==> src/rtl/regfile_dump_reader_pkg.sv <==
// Shared definitions for the register-file dump reader: FSM encoding and the
// default dump-index width.
package regfile_dump_reader_pkg;

  typedef enum logic [1:0] {
    IDLE   = 2'd0,
    ISSUE  = 2'd1,
    SEND_A = 2'd2,
    SEND_B = 2'd3
  } state_e;

  localparam int DUMP_IDX_W = 5;

endpackage

==> src/rtl/regfile_dump_reader.sv <==
// Walks the register file two entries per pass through both read ports and
// streams every word with its index over a valid/ready interface.
module regfile_dump_reader
  import regfile_dump_reader_pkg::*;
#(
  parameter int NUM_REGS = 32,
  parameter int ADDR_W   = DUMP_IDX_W,
  parameter int DATA_W   = 32
) (
  input  logic              clk,
  input  logic              rst_n,
  input  logic              start,
  output logic [ADDR_W-1:0] readRegA,
  output logic [ADDR_W-1:0] readRegB,
  input  logic [DATA_W-1:0] regA,
  input  logic [DATA_W-1:0] regB,
  output logic [DATA_W-1:0] dumpData,
  output logic [ADDR_W-1:0] dumpIdx,
  output logic              dumpValid,
  input  logic              dumpReady,
  output logic              dumpLast,
  output logic              busy,
  output logic              done
);

  localparam logic [ADDR_W-1:0] LAST_IDX = ADDR_W'(NUM_REGS - 1);
  localparam logic [ADDR_W-1:0] PAIR_STEP = ADDR_W'(2);

  state_e            state;
  logic [DATA_W-1:0] buf_a;
  logic [DATA_W-1:0] buf_b;
  logic              send_b;

  // The beat payload is a pure register mux keyed by the registered state, so
  // it is stable for as long as the state holds during a stall.
  assign send_b   = (state == SEND_B);
  assign dumpData = send_b ? buf_b : buf_a;
  assign dumpIdx  = send_b ? readRegB : readRegA;

  // NOTE: sequential state uses non-blocking assignments only, so every branch
  // below sees the values from before this edge.
  always_ff @(posedge clk or negedge rst_n) begin
    if (!rst_n) begin
      state     <= IDLE;
      readRegA  <= '0;
      readRegB  <= '0;
      buf_a     <= '0;
      buf_b     <= '0;
      dumpValid <= 1'b0;
      dumpLast  <= 1'b0;
      busy      <= 1'b0;
      done      <= 1'b0;
    end else begin
      done <= 1'b0;
      case (state)
        IDLE: begin
          // A start coinciding with the done pulse belongs to the old dump.
          if (start && !done) begin
            state    <= ISSUE;
            readRegA <= '0;
            readRegB <= ADDR_W'(1);
            busy     <= 1'b1;
          end
        end
        ISSUE: begin
          // The regfile drove regA/regB on this cycle's negedge.
          buf_a     <= regA;
          buf_b     <= regB;
          dumpValid <= 1'b1;
          dumpLast  <= 1'b0;
          state     <= SEND_A;
        end
        SEND_A: begin
          if (dumpReady) begin
            dumpLast <= (readRegB == LAST_IDX);
            state    <= SEND_B;
          end
        end
        SEND_B: begin
          if (dumpReady) begin
            dumpValid <= 1'b0;
            dumpLast  <= 1'b0;
            if (dumpLast) begin
              state <= IDLE;
              busy  <= 1'b0;
              done  <= 1'b1;
            end else begin
              readRegA <= readRegA + PAIR_STEP;
              readRegB <= readRegB + PAIR_STEP;
              state    <= ISSUE;
            end
          end
        end
        default: state <= IDLE;
      endcase
    end
  end

endmodule

==> config.mk <==
export PLATFORM = sky130hd
export DESIGN_NAME = regfile_dump_reader
export DESIGN_NICKNAME = d
export VERILOG_FILES = /design/src/rtl/regfile_dump_reader_pkg.sv /design/src/rtl/regfile_dump_reader.sv
export SDC_FILE = /design/constraint.sdc
export NUM_CORES = 1
export LEC_CHECK = 0
export CORE_MARGIN = 2
export CORE_UTILIZATION = 40
export DETAILED_ROUTE_END_ITERATION = 10
export MAX_ROUTING_LAYER = met4
export PLACE_DENSITY_LB_ADDON = 0.12
export SETUP_SLACK_MARGIN = 0.02
export SLEW_MARGIN = 30
export SYNTH_ARGS = -nofsm -noshare
export SYNTH_HDL_FRONTEND = slang
export SYNTH_SLANG_ARGS = --single-unit
==> constraint.sdc <==
create_clock -name clk -period 2.3 [get_ports clk]
set_clock_uncertainty 0.15 [all_clocks]
set_input_delay 0.46 -clock clk [delete_from_list [all_inputs] [get_ports clk]]
set_output_delay 0.46 -clock clk [all_outputs]
set_load 0.05 [all_outputs]
Yosys cells after proc, flatten, opt, wreduce, memory -nomap -nowiden
Index checks and enable logic that the tools add are counted.

storage, ports and cells
  bits in registers = 80
  input bits = 68
  word-level logic and storage cells = 57

cells by class
  $add $sub $neg = 2
  equality and inequality tests = 9
  multiplexer cells = 26
  reductions and logical operators = 11

operators by type and width
  cell                 count
  $mux 5               7
  $mux 32              1
  $pmux 5 s2           2
  $add 5x2->5 const B  2
  $ne 2x2->1 const B   5
  $mux 1               9
  $pmux 2 s4           1
  $reduce_and 4->1     2
  $mux 2               3
  $reduce_and 3->1     2
  $eq 5x5->1 const B   1
  $eq 2x2->1 const B   2
  $pmux 1 s2           2
  $reduce_bool 2->1    2
  $pmux 1 s3           1
  $reduce_bool 3->1    1
  $eq 2x1->1 const B   1
  $logic_not 2->1      1
  $reduce_and 2->1     1
  $logic_and 1x1->1    1
  $logic_not 1->1      1

Logic depth before layout (Yosys ltp)
Gate-level depths: netlist of run 1.

  depth in word-level cells = 4
  mapped depth = 7
  mapped depth without buffers = 6

Worst setup path after synthesis of run 1
OpenSTA, ideal clock, no wires.

  kind = flip-flop to output port
  start = register state[1]
  end = output dumpData[0]
  arrival = 1.586 ns
  required time = 1.690 ns
  slack = 0.104 ns
  cell stages (with the launch flop) = 5
  path buffers = 2
  cell sequence = dfrtp_1 > ha_1 > clkbuf_1 > buf_2 > mux2_2

between the ends
  word-level cells in the longest chain between the ends = 2

RTL lines
  what                    line                       source
  from (decl)             regfile_dump_reader.sv:29  state_e state;
  from (signal assigned)  regfile_dump_reader.sv:44  state <= IDLE;
  from (signal assigned)  regfile_dump_reader.sv:59  state <= ISSUE;
  from (signal assigned)  regfile_dump_reader.sv:71  state <= SEND_A;
  $eq 2x2->1              regfile_dump_reader.sv:36  assign send_b = (state == SEND_B);
  $mux 32                 regfile_dump_reader.sv:37  assign dumpData = send_b ? buf_b : buf_a;
  to (decl)               regfile_dump_reader.sv:17  output logic [DATA_W-1:0] dumpData,

No other way between the ends.

Final worst setup path of run 1
  start = register state[1]
  end = output dumpData[10]

The elaborated chain is that of the path after synthesis.

==> qor.txt, run 1 <==
Outcome = finished clean
Layout cells sized above 1 = 0.439
FFs w/ async S/R, synth = 1.00
Largest net degree at the start of global routing = 38
Antenna Nets Post-Route = 0
Pre-antenna DRT Iters = 4
DR WL/cell = 15.6 µm
Die ar. = 9830 µm²
RSZ-0062 raised after global routing = yes
Fmax achieved = 439 MHz
WP buf/inv = 2
Crit Path Class = reg2out
Sequential power share = 0.252
Maxcap violations = 0
Share of the synthesized area in the top cell type = 0.546
Worst-skew pair later-pin latency = 0.35 ns
Core ar. = 8760 µm²
CP Capture Type = primary output
WP data arrival = 1.67 ns
Reg-to-reg slack, setup = 0.20 ns
GR Util met2 = 0.284
Detail Placement HPWL = 5400 µm
DR vias/cell = 5.00
Relative slew slack = 0.651
Dominant cell type by area after synthesis = dfrtp_1
Via count = 2,535
Slew @ Worst Pin = 0.521 ns
Final period util = 0.990
Area growth syn-to-layout = 49.4%
Syn avg cell area = 13.7 µm²
Gpl congestion = 0.738
Diode count = 0
Most Used Layer, Global Route = met2
First-pass GRT wire length = 12,900 µm
Post-Syn Instances = 264
Worst r2r path cells = 7
Vias in the first global route = 2,653
Rows = 34
Cell area after layout = 5410 µm²
Post-DP Area = 4890 µm²
M3 GR Usage = 0.0457
WP data required = 1.69 ns
Register area share after synthesis = 0.546
Final setup fails = 0
Number of cells on the critical path = 4
Clock sinks = 79
Psw = 4160 µW
Minimum clock period = 2.28 ns
Chip width = 99.2 µm
Final Slew Violations = 0
Total global routing overflow = 0
Crit path max-delay family = flip-flops
GRT Total Usage = 0.172
CTS tree = yes
Leakage = 0.00242 µW
Finished Layout Cells = 507
Place WS = 0.178 ns
Distinct cells, synth = 29
Crit-path cells = ha_4 -> buf_12 -> mux2_2 -> buf_6
CTS Buf Count = 9
Crit-path slowest cell = dfrtp_2
Synth area leaders = dfrtp_1 55%, mux2_2 31%, ha_1 2.8%
# nets final = 470
Design Power = 9610 µW
Max H-tree Level = 3
Power share of the clock group = 0.104
Final WS setup = 0.0226 ns
Final wirelength = 7890 µm
Initial Util = 0.413
CTS Buffer Depth = 2
Final Hold Viols = 0
Root Driver = clkbuf_8
Initial antenna violation count = 0
R2r startpoint = state[0]
Crit path to = dumpData[10]
Synth Register Bits = 79
Switching Fraction = 0.433
Port-buffer cells = 117
Synth Cell Area = 3620 µm²
Yosys Warn Count = 0
Pwr dens = 1780 nW/µm²
Post-Syn Nets = 340
Iteration-0 DRC Markers = 58
Util after Layout = 0.618
Comb pwr share = 0.644
Worst Setup SP = state[1]
Pint = 5450 µW
Main flop type after synthesis = dfrtp_1
Placed cells = 482
Worst flop-to-flop path endpoint = readRegA[4]
Worst VDD drop = 0.986 mV
Top Ports = 119
Number of remaining DRC errors = 0
Tightest Hold Check Type = reg2reg
Number of synthesized flops with an enable pin = 0
Met1 usage = 0.212
CP max FO = 18
Type of origin of the critical path = flip-flop
Die Ht = 99.2 µm
CP peak stage delay = 0.41 ns
Worst-path clk slew = 0.08 ns
synth_stat cells, types with 2 or more instances:
cell / n
nand3_1: 7
nand2b_1: 4
nor2_1: 4
clkbuf_1: 4
inv_1: 4
ha_1: 8
or4_1: 2
dfrtp_1: 79
mux2i_1: 4
o21ai_0: 9
buf_2: 9
nand2_1: 14
mux2_2: 100
per-layer routing:
layer  vias to the layer above  wire length (µm)
met1                      1274              3400
met4                         0                56
met2                        67              4080
met5                         -                 0
met3                         4               358
li1                       1190                 -
final cells by class:
cell class,instances,area (µm²)
inverters,4,15.0
fillers,761,3350
clock buffers,10,128
multi-input cells,166,1630
clock inverters,6,61.3
repair buffers,134,1470
flip-flops and latches,79,1980
well taps,108,135
power groups by stage:
stage               Sequential (µW)  Clock, µW  Combinational [µW]
floorplan                      2520          0                3810
global placement               2420          0                5380
detailed placement             2450          0                5450
CTS                            2420       1030                5980
global route                   2530       1090                6510
finish                         2420        997                6190
worst register-to-register path: stages (launching register included):
cell      delay [ns]
dfrtp_2         0.44
buf_4           0.15
inv_1           0.12
ha_1            0.27
nand2b_1        0.08
a22o_1          0.26
or4_1           0.50
nand3_1         0.10
flip-flops by register name, indices dropped and copies added, names as in the netlist:
name / count
readRegA: 4
state: 2
dumpLast: 1
buf_a: 32
buf_b: 32
done: 1
readRegB: 5
busy: 1
dumpValid: 1
repair_timing:
item,CTS,global route
gates cloned,1,0
hold endpoints to repair,16,0
buffers inserted,4,3
pin swaps,1,1
resized for setup,37,29
hold buffers,1,0
endpoints found under the setup margin,36,41
stage by stage:
step	hold slack (ns)	setup TNS, ns
2_1_floorplan	0.0144	0
3_3_place_gp	0.202	0
3_5_place_dp	0.199	0
4_1_cts	0.362	-0.228
5_1_grt	0.361	-0.851
6_report	0.350	0
cell families (layout without fill, tap and decap cells):
group	Yosys count	in the layout	synth area share
DFF	79	79	0.546
buffers and inverters	19	154	0.0259
AOI/OAI and AO/OA	17	17	0.0297
adders and majority gates	8	8	0.0276
and+or+nand+nor	36	36	0.0480
muxes	104	104	0.322
other	1	1	0.00104
worst min path at each step:
stage | startpoint | endpoint | slack (ns) | cells after the start
global placement | rst_n | buf_a[3] | 0.20 | 1
CTS | rst_n | buf_a[8] | 0.36 | 2
global route | rst_n | buf_a[3] | 0.36 | 2
finish | dumpValid | dumpValid | 0.35 | 2
detailed placement | rst_n | buf_a[3] | 0.20 | 1
floorplan | rst_n | buf_a[0] | 0.01 | 0
placed cells by master, fill, tap and decap left out, types with 2 or more instances in the layout:
cell and count:
clkbuf_8 9, buf_12 6, inv_1 4, dfrtp_1 77, nand3_1 7, mux2_2 85, buf_8 7, mux2i_1 4
ha_2 2, dfrtp_2 2, nor2_1 4, buf_6 27, dlymetal6s2s_1 5, or4_1 2, mux2_4 15, clkdlybuf4s50_1 74
nand2b_1 4, nand2_1 14, o21ai_0 9, ha_1 5, clkinv_2 3, buf_4 13
No activity file was read; power rests on OpenSTA's default activity.
==> run 2: changes to the inputs <==
Settings changed: CORE_MARGIN 2 to not set.
Clock period 2.3 ns to 2 ns, I/O delays scaled along.
==> qor.txt, run 2 (synthesis results as in run 1) <==
WP data arrival = 1.64 ns (-0.03 ns)
CTS Buf Count = 9 (unchanged)
Tightest Hold Check Type = in2async
Maxcap violations = 0 (unchanged)
GRT Total Usage = 0.173 (+0.000946)
Final Slew Violations = 0 (unchanged)
Number of remaining DRC errors = 0 (unchanged)
Layout cells sized above 1 = 0.496 (+0.0577)
RSZ-0062 raised after global routing = yes
Worst-skew pair later-pin latency = 0.35 ns (about the same)
CTS tree = yes
WP buf/inv = 2 (unchanged)
Final wirelength = 7660 µm (-3.0%)
Die ar. = 9440 µm² (-4.0%)
CP Capture Type = primary output
Largest registers = buf_a x32, buf_b x32, readRegB x5
Setup TNS = -6.07 ns (-6.07 ns)
Reg-to-reg slack, setup = 0.02 ns (-0.18 ns)
DR vias/cell = 4.92 (-1.5%)
Crit Path Class = reg2out
Crit-path cells = ha_4 -> buf_12 -> mux2_2 -> buf_6
Final period util = 1.10
Core ar. = 8760 µm² (unchanged)
Root Driver = clkbuf_8
Crit-path slowest cell = dfrtp_2
CTS Buffer Depth = 2 (unchanged)
Final setup fails = 36 (+36)
Detail Placement HPWL = 5250 µm (-2.8%)
Crit path max-delay family = flip-flops
Type of origin of the critical path = flip-flop
Failing checks = negative setup slack
Placed cells = 489 (+1.5%)
DR WL/cell = 14.9 µm (-4.1%)
Initial Util = 0.413 (unchanged)
Vias in the first global route = 2,616 (-1.4%)
Top Ports = 119 (unchanged)
Clock sinks = 79 (unchanged)
Fmax achieved = 456 MHz
Chip width = 97.2 µm (-2.0%)
Finished Layout Cells = 513 (+1.2%)
Worst r2r path cells = 7 (unchanged)
First-pass GRT wire length = 12,700 µm (-2.2%)
Layout fillers = 718 (-5.7%)
Via count = 2,526 (-0.36%)
Minimum clock period = 2.19 ns
R2r startpoint = state[0]
Die Ht = 97.2 µm (-2.0%)
Antenna Nets Post-Route = 0 (unchanged)
Iteration-0 DRC Markers = 34 (-41%)
Commonest cells after routing, fill and taps aside = 88 x mux2_2, 77 x dfrtp_1, 66 x clkdlybuf4s50_1
Initial antenna violation count = 0 (unchanged)
Worst-path clk slew = 0.09 ns (about the same)
Area growth syn-to-layout = 50.3%
Number of cells on the critical path = 4 (unchanged)
WP data required = 1.45 ns (-0.24 ns)
CP max FO = 19 (+1)
Place WS = -0.000777 ns (-0.179 ns)
CP peak stage delay = 0.41 ns (about the same)
Pre-antenna DRT Iters = 4 (unchanged)
Final Hold Viols = 0 (unchanged)
Most common cell after layout, fill and taps aside = mux2_2
Post-DP Area = 4980 µm² (+1.7%)
Final WS setup = -0.191 ns (-0.213 ns)
Worst flop-to-flop path endpoint = readRegB[4]
Max H-tree Level = 3 (unchanged)
Cell area after layout = 5450 µm² (+0.62%)
Largest net degree at the start of global routing = 38 (unchanged)
Port-buffer cells = 117 (unchanged)
Diode count = 0 (unchanged)
Total global routing overflow = 0 (unchanged)
Gpl congestion = 0.751 (+1.7%)
Rows = 34 (unchanged)
# nets final = 476 (+1.3%)
Outcome = finished with violations
==> run 2: cell count changes in the layout (fill, tap and decap cells not counted), sizes merged <==
cell / before / now
dlymetal6s2s: 5 / 0
clkinv: 4 / 2
inv: 4 / 8
clkdlybuf4s50: 74 / 66
bufinv: 1 / 0
buf: 54 / 72
==> run 2: worst max-delay path by stage <==
stage | startpoint | end | slack, ns
global placement | start | readRegB[4] | 0.02
detailed placement | start | readRegA[4] | -0.0008
floorplan | state[1] | dumpData[0] | -0.02
finish | state[0] | dumpData[26] | -0.19
CTS | state[1] | dumpData[13] | -0.23
global route | state[0] | dumpIdx[4] | -0.25
==> run 2: cell type report <==
type / instances / area [µm²] / area share
clock buffer: 9 / 124 / 0.0227
clock inverter: 7 / 55.1 / 0.0101
inverter: 4 / 15.0 / 0.00276
multi-input combinational: 166 / 1670 / 0.307
sequential: 79 / 1980 / 0.364
tap: 108 / 135 / 0.0248
timing repair buffer: 140 / 1470 / 0.270
==> run 2: layer usage <==
| metal | vias up | share of wire | global-route usage |
|---|---|---|---|
| met4 | 0 | 0.0097 | 0.0620 |
| met1 | 1216 | 0.45 | 0.217 |
| li1 | 1214 | - | - |
| met3 | 9 | 0.070 | 0.0583 |
| met5 | - | 0 | - |
| met2 | 87 | 0.47 | 0.260 |
==> run 2: through the flow <==
stage,util,hold slack [ns]
2_1_floorplan,-,-0.0456
3_3_place_gp,0.568,0.179
3_5_place_dp,0.568,0.175
4_1_cts,0.605,0.340
5_1_grt,0.621,0.355
6_report,0.621,0.341
==> run 2: timing repair <==
action / 4_1_cts / 5_1_grt
endpoints found under the setup margin: 37 / 80
hold buffers: 1 / 0
gates cloned: 0 / 2
endpoints found under the hold margin: 20 / 0
pin swaps: 0 / 6
buffers inserted: 2 / 3
resized for setup: 32 / 21
Power of run 2 is not shown: default switching activity piles up to over one toggle a cycle in this logic, so the estimate is an artifact.
